[config.mk]
export PLATFORM = sky130hd
export DESIGN_NAME = bip_run_controller
export DESIGN_NICKNAME = d
export VERILOG_FILES = /design/src/rtl/bip_run_controller.sv
export SDC_FILE = /design/constraint.sdc
export NUM_CORES = 1
export LEC_CHECK = 0
export CAP_MARGIN = 20
export CORE_ASPECT_RATIO = 1.5
export CORE_UTILIZATION = 53
export CTS_CLUSTER_SIZE = 12
export DETAILED_ROUTE_END_ITERATION = 8
export HOLD_SLACK_MARGIN = 0.12
export PLACE_DENSITY = 0.94
export SETUP_SLACK_MARGIN = 0.2
export SYNTH_ARGS = -nofsm -noshare
export SYNTH_HDL_FRONTEND = slang
export SYNTH_SLANG_ARGS = --single-unit
[constraint.sdc]
create_clock -name clock -period 4 [get_ports clock]
set_input_delay 0.8 -clock clock [delete_from_list [all_inputs] [get_ports clock]]
set_output_delay 0.8 -clock clock [all_outputs]
set_load 0.01 [all_outputs]
[src/rtl/bip_run_controller.sv]
// bip_run_controller: run/step/halt sequencer for the BIP core.
// Ports: clock, reset (sync, active-high); host cmd_start/cmd_step/cmd_halt;
//   Opcode and decoder strobes WrPC_in/WrAcc_in/WrRam_in/RdRam_in in;
//   gated WrPC/WrAcc/WrRam/RdRam, cpu_en, busy, halted, done,
//   halt_cause, cycle_count, instr_count out.
module bip_run_controller #(
  parameter logic [4:0]       HLT_OPCODE = 5'b00000,
  parameter int               CNT_W      = 16,
  parameter logic [CNT_W-1:0] MAX_CYCLES = {CNT_W{1'b1}}
) (
  input  logic             clock,
  input  logic             reset,
  input  logic             cmd_start,
  input  logic             cmd_step,
  input  logic             cmd_halt,
  input  logic [4:0]       Opcode,
  input  logic             WrPC_in,
  input  logic             WrAcc_in,
  input  logic             WrRam_in,
  input  logic             RdRam_in,
  output logic             WrPC,
  output logic             WrAcc,
  output logic             WrRam,
  output logic             RdRam,
  output logic             cpu_en,
  output logic             busy,
  output logic             halted,
  output logic             done,
  output logic [1:0]       halt_cause,
  output logic [CNT_W-1:0] cycle_count,
  output logic [CNT_W-1:0] instr_count
);

  typedef enum logic [1:0] {
    S_IDLE,
    S_RUN,
    S_STEP,
    S_HALTED
  } state_t;

  localparam logic [1:0] C_NONE = 2'b00;
  localparam logic [1:0] C_HLT  = 2'b01;
  localparam logic [1:0] C_HOST = 2'b10;
  localparam logic [1:0] C_WDOG = 2'b11;

  localparam logic [CNT_W-1:0] CNT_ONE = CNT_W'(1);
  localparam logic [CNT_W-1:0] CNT_MAX = {CNT_W{1'b1}};
  localparam logic [CNT_W-1:0] WD_LAST = MAX_CYCLES - CNT_ONE;
  localparam bit               WD_ON   = (MAX_CYCLES != '0);

  state_t state;
  logic   is_hlt;
  logic   wd_hit;

  assign is_hlt = (Opcode == HLT_OPCODE);
  assign cpu_en = busy && !is_hlt;
  assign wd_hit = WD_ON && (cycle_count == WD_LAST);

  assign WrPC  = WrPC_in  && cpu_en;
  assign WrAcc = WrAcc_in && cpu_en;
  assign WrRam = WrRam_in && cpu_en;
  assign RdRam = RdRam_in && cpu_en;

  always_ff @(posedge clock) begin
    if (reset) begin
      state       <= S_IDLE;
      busy        <= 1'b0;
      halted      <= 1'b0;
      done        <= 1'b0;
      halt_cause  <= C_NONE;
      cycle_count <= '0;
      instr_count <= '0;
    end else begin
      done <= 1'b0;
      unique case (state)
        S_IDLE: begin
          if (cmd_halt) begin
            state      <= S_HALTED;
            halted     <= 1'b1;
            done       <= 1'b1;
            halt_cause <= C_HOST;
          end else if (cmd_step || cmd_start) begin
            state       <= cmd_step ? S_STEP : S_RUN;
            busy        <= 1'b1;
            cycle_count <= '0;
            instr_count <= '0;
          end
        end
        S_RUN, S_STEP: begin
          if (cycle_count != CNT_MAX)
            cycle_count <= cycle_count + CNT_ONE;
          if (cpu_en && instr_count != CNT_MAX)
            instr_count <= instr_count + CNT_ONE;
          // A step always ends here; a run ends on HLT, host halt or watchdog.
          if (is_hlt || cmd_halt || wd_hit
              || state == S_STEP) begin
            state  <= S_HALTED;
            busy   <= 1'b0;
            halted <= 1'b1;
            done   <= 1'b1;
            if (is_hlt)
              halt_cause <= C_HLT;
            else if (cmd_halt)
              halt_cause <= C_HOST;
            else if (wd_hit)
              halt_cause <= C_WDOG;
            else
              halt_cause <= C_HOST;
          end
        end
        S_HALTED: begin
          // Only a host halt is resumable; counts carry over.
          if (halt_cause == C_HOST && !cmd_halt
              && (cmd_step || cmd_start)) begin
            state      <= cmd_step ? S_STEP : S_RUN;
            busy       <= 1'b1;
            halted     <= 1'b0;
            halt_cause <= C_NONE;
          end
        end
      endcase
    end
  end

endmodule

==> out/metrics.cfg <==
[hold_path]
holdCritPathClass = flip-flop to flip-flop
worstHoldStart = instr_count[13]$_SDFFE_PP0P_
min_path_cells = 1
whs_endpoint = instr_count[13]$_SDFFE_PP0P_

[yosys]
ys_seq_elements = 39
synth-seq-area-share_pct = 35.4
async_flop_share_pct = 0
synth_edf_count = 0
synth_top_area_share_pct = 35.4
synth.distinct_cells = 51
synth_cells = 271
synth.area.top_cells = dfxtp_1 (35%), nor2_1 (4.3%), nand3_1 (4.1%)
synthFlopType = dfxtp_1
synth_nets = 291
yosysTopAreaCell = dfxtp_1
netlist_area_mm2 = 0.00220
synth_warnings = 0
syn_area_per_cell_um2 = 8.13

[clock_tree]
clockBufferDepth = 2
cts_tree = built
clock-sinks = 39
htree_levels = 2
clk_pin_slew_ns = 0.08
cts_setup_buffers = 0
ctsResizeCount = 0
cts-root-buf = clkbuf_8
cts_made_buffers = 5
cts_hold_buf = 0
clock_latency_ns = 0.31

[power_and_ir_drop]
cellPowerDensity_mw_per_mm2 = 450
clockPowerShare_pct = 21.3
netSwitchingPower_uw = 515
combPwrFrac_pct = 43.4
p_sw_share_pct = 40.1
p_int_uw = 769
cellLeakagePower_nw = 0.965
ir_drop_v = 0.000391
power_frac_seq_pct = 35.3

[timing]
worst_pin_slew_ns = 0.654
hold_viol = 0
tns_ns = 0
final.setup_skew_ns = 0.0123
period_minus_slack_ns = 3.52
finalCritPeriodShare_pct = 88.0
setup-violations-final = 0
drv_slew = 0
rsz0062_at_grt = no
hold_slack_ns = 0.490
max_slew_margin_pct = 55.8
fmax_mhz = 284

[die]
core_area_mm2 = 0.00396
dieArea_mm2 = 0.00442
die_h_um = 81.0
start_util_pct = 55.7
num_rows = 28
io_pins = 56
die_w_um = 54.6

[grt]
first_global_vias = 2191
track_usage_pct = 29.8
grt-ovfl-total = 0
grt_max_degree = 15
grt_pass1_wl_mm = 9.59
antenna_found_initial = 0

[setup_path]
worst-path-max-fanout = 8
r2r_start = state[0]$_SDFFE_PP0P_
critPathLaunchType = primary input
r2r_slack_ns = 1.47
critPathKind = primary input to primary output
slowest_delay_ns = 0.57
path_cells = clkdlybuf4s50_1, or4_4, o21a_1, and2_1, clkdlybuf4s50_1
crit_slowest_cell = or4_4
cp_top_family = buffers and inverters
crit_buf_inv = 2
worst_path_most_repeated_cell = clkdlybuf4s50_1
arrival_ns = 2.72
end_kind = primary output
r2r_end = cycle_count[15]$_SDFFE_PP0P_
cp_data_required_time_ns = 3.20
reg2reg_depth = 7

[placed_design]
dp.cells = 361
place.gp.congestion = 0.877
io_buffers = 55
hpwlAfterDp_mm = 4.43

[finish]
final_common_cell = clkdlybuf4s50_1
final_nets = 344
fillers = 312
n_antenna_cell = 0
final_cells = 370
final_cell_mix = clkdlybuf4s50_1 (55), dfxtp_1 (39), nor2_1 (25)
layout-drive-gt1-share_pct = 7.38
area_growth_pct = 29.5

[status]
status = finished, final reports clean

[route]
vias = 2352
wire_per_inst_um = 16.1
first_pass_iters = 4
antenna_left = 0
wl_mm = 5.97
route.detailed.drc = 0
drt_iter0_drc = 101
drt-vias-per-instance = 6.36

[flow_run]
max_cap_viol_count = 0

registers in the layout, summed over array words and instances (netlist names):
register / flops
busy: 1
cycle_count: 16
done: 1
halt_cause: 2
halted: 1
instr_count: 16
state: 2
metal layers:
metal  vias to the layer above  global-route usage (%)  wire (µm)
met5                         -                       0          0
met2                        87                    52.2       3230
met1                      1106                    29.0       2230
met4                         0                    20.3        273
met3                        28                    7.12        244
li1                       1131                       -          -
stage by stage:
| stage | power [mW] | setup slack, ns | instance area, µm² | utilization [%] |
|---|---|---|---|---|
| 6_report | 1.28 | 0.481 | 2850 | 72.1 |
| 5_1_grt | 1.36 | 0.428 | 2850 | 72.1 |
| 4_1_cts | 1.28 | 0.488 | 2850 | 72.0 |
| 3_5_place_dp | 1.00 | 0.501 | 2760 | 69.7 |
| 3_3_place_gp | 0.988 | 0.548 | 2760 | 69.7 |
| 2_1_floorplan | 0.825 | 1.38 | 2200 | - |
power groups by stage:
| stage | clock (mW) | sequential, mW | combinational [mW] |
|---|---|---|---|
| after floorplan | 0 | 0.467 | 0.358 |
| after global placement | 0 | 0.460 | 0.527 |
| after detailed placement | 0 | 0.462 | 0.543 |
| after CTS | 0.276 | 0.453 | 0.548 |
| after global routing | 0.290 | 0.458 | 0.609 |
| final | 0.273 | 0.453 | 0.557 |
worst max-delay path by stage:
stage / from / to / cells past startpoint
2_1_floorplan: Opcode[1] / RdRam / 3
3_3_place_gp: Opcode[1] / WrRam / 5
3_5_place_dp: Opcode[1] / WrPC / 5
4_1_cts: Opcode[1] / WrPC / 5
5_1_grt: Opcode[1] / WrPC / 5
6_report: Opcode[1] / WrPC / 5
cell type report:
cell class / count / area (µm²) / share of cell area, %
multi-input cells: 210 / 1320 / 46.4
flip-flops and latches: 39 / 781 / 27.4
repair buffers: 57 / 563 / 19.7
clock buffers: 5 / 68.8 / 2.41
well taps: 45 / 56.3 / 1.97
inverters: 11 / 41.3 / 1.45
clock inverters: 3 / 20.0 / 0.701
worst register-to-register path: stages (launching register included):
cell and delay, ns:
dfxtp_1 0.34, inv_1 0.08, ha_1 0.48, inv_2 0.17, o22ai_4 0.32, nand4_2 0.30
nor4_1 0.56, mux2i_1 0.23
cell usage after synthesis (2+ instances only):
library cell / n
dfxtp_1: 39
nor2_1: 25
nand2_1: 21
nand3_1: 18
o21ai_0: 16
a31oi_1: 14
a21oi_1: 11
inv_1: 10
or4_1: 10
nand4_1: 8
nor3_1: 7
o31ai_1: 7
ha_1: 6
and2_1: 5
clkbuf_1: 5
mux2i_1: 5
nor4_1: 5
o211ai_1: 5
or3_1: 5
and3_1: 4
buf_2: 4
xnor2_1: 4
a211oi_1: 3
a22o_1: 2
a2bb2oi_1: 2
nand2b_1: 2
o21a_1: 2
o41ai_1: 2
or2_2: 2
kinds of logic (layout without fill, tap and decap cells):
group	after synthesis	count (layout)	synth area share (%)
DFF	39	39	35.4
buffers and inverters	22	76	4.49
xor gates and xnor gates	5	5	1.99
adders and majority gates	6	6	3.41
muxes	5	5	2.27
and+or+nand+nor	120	120	29.6
AOI/OAI and AO/OA	74	74	22.8
(Power assumes the default switching activity.)
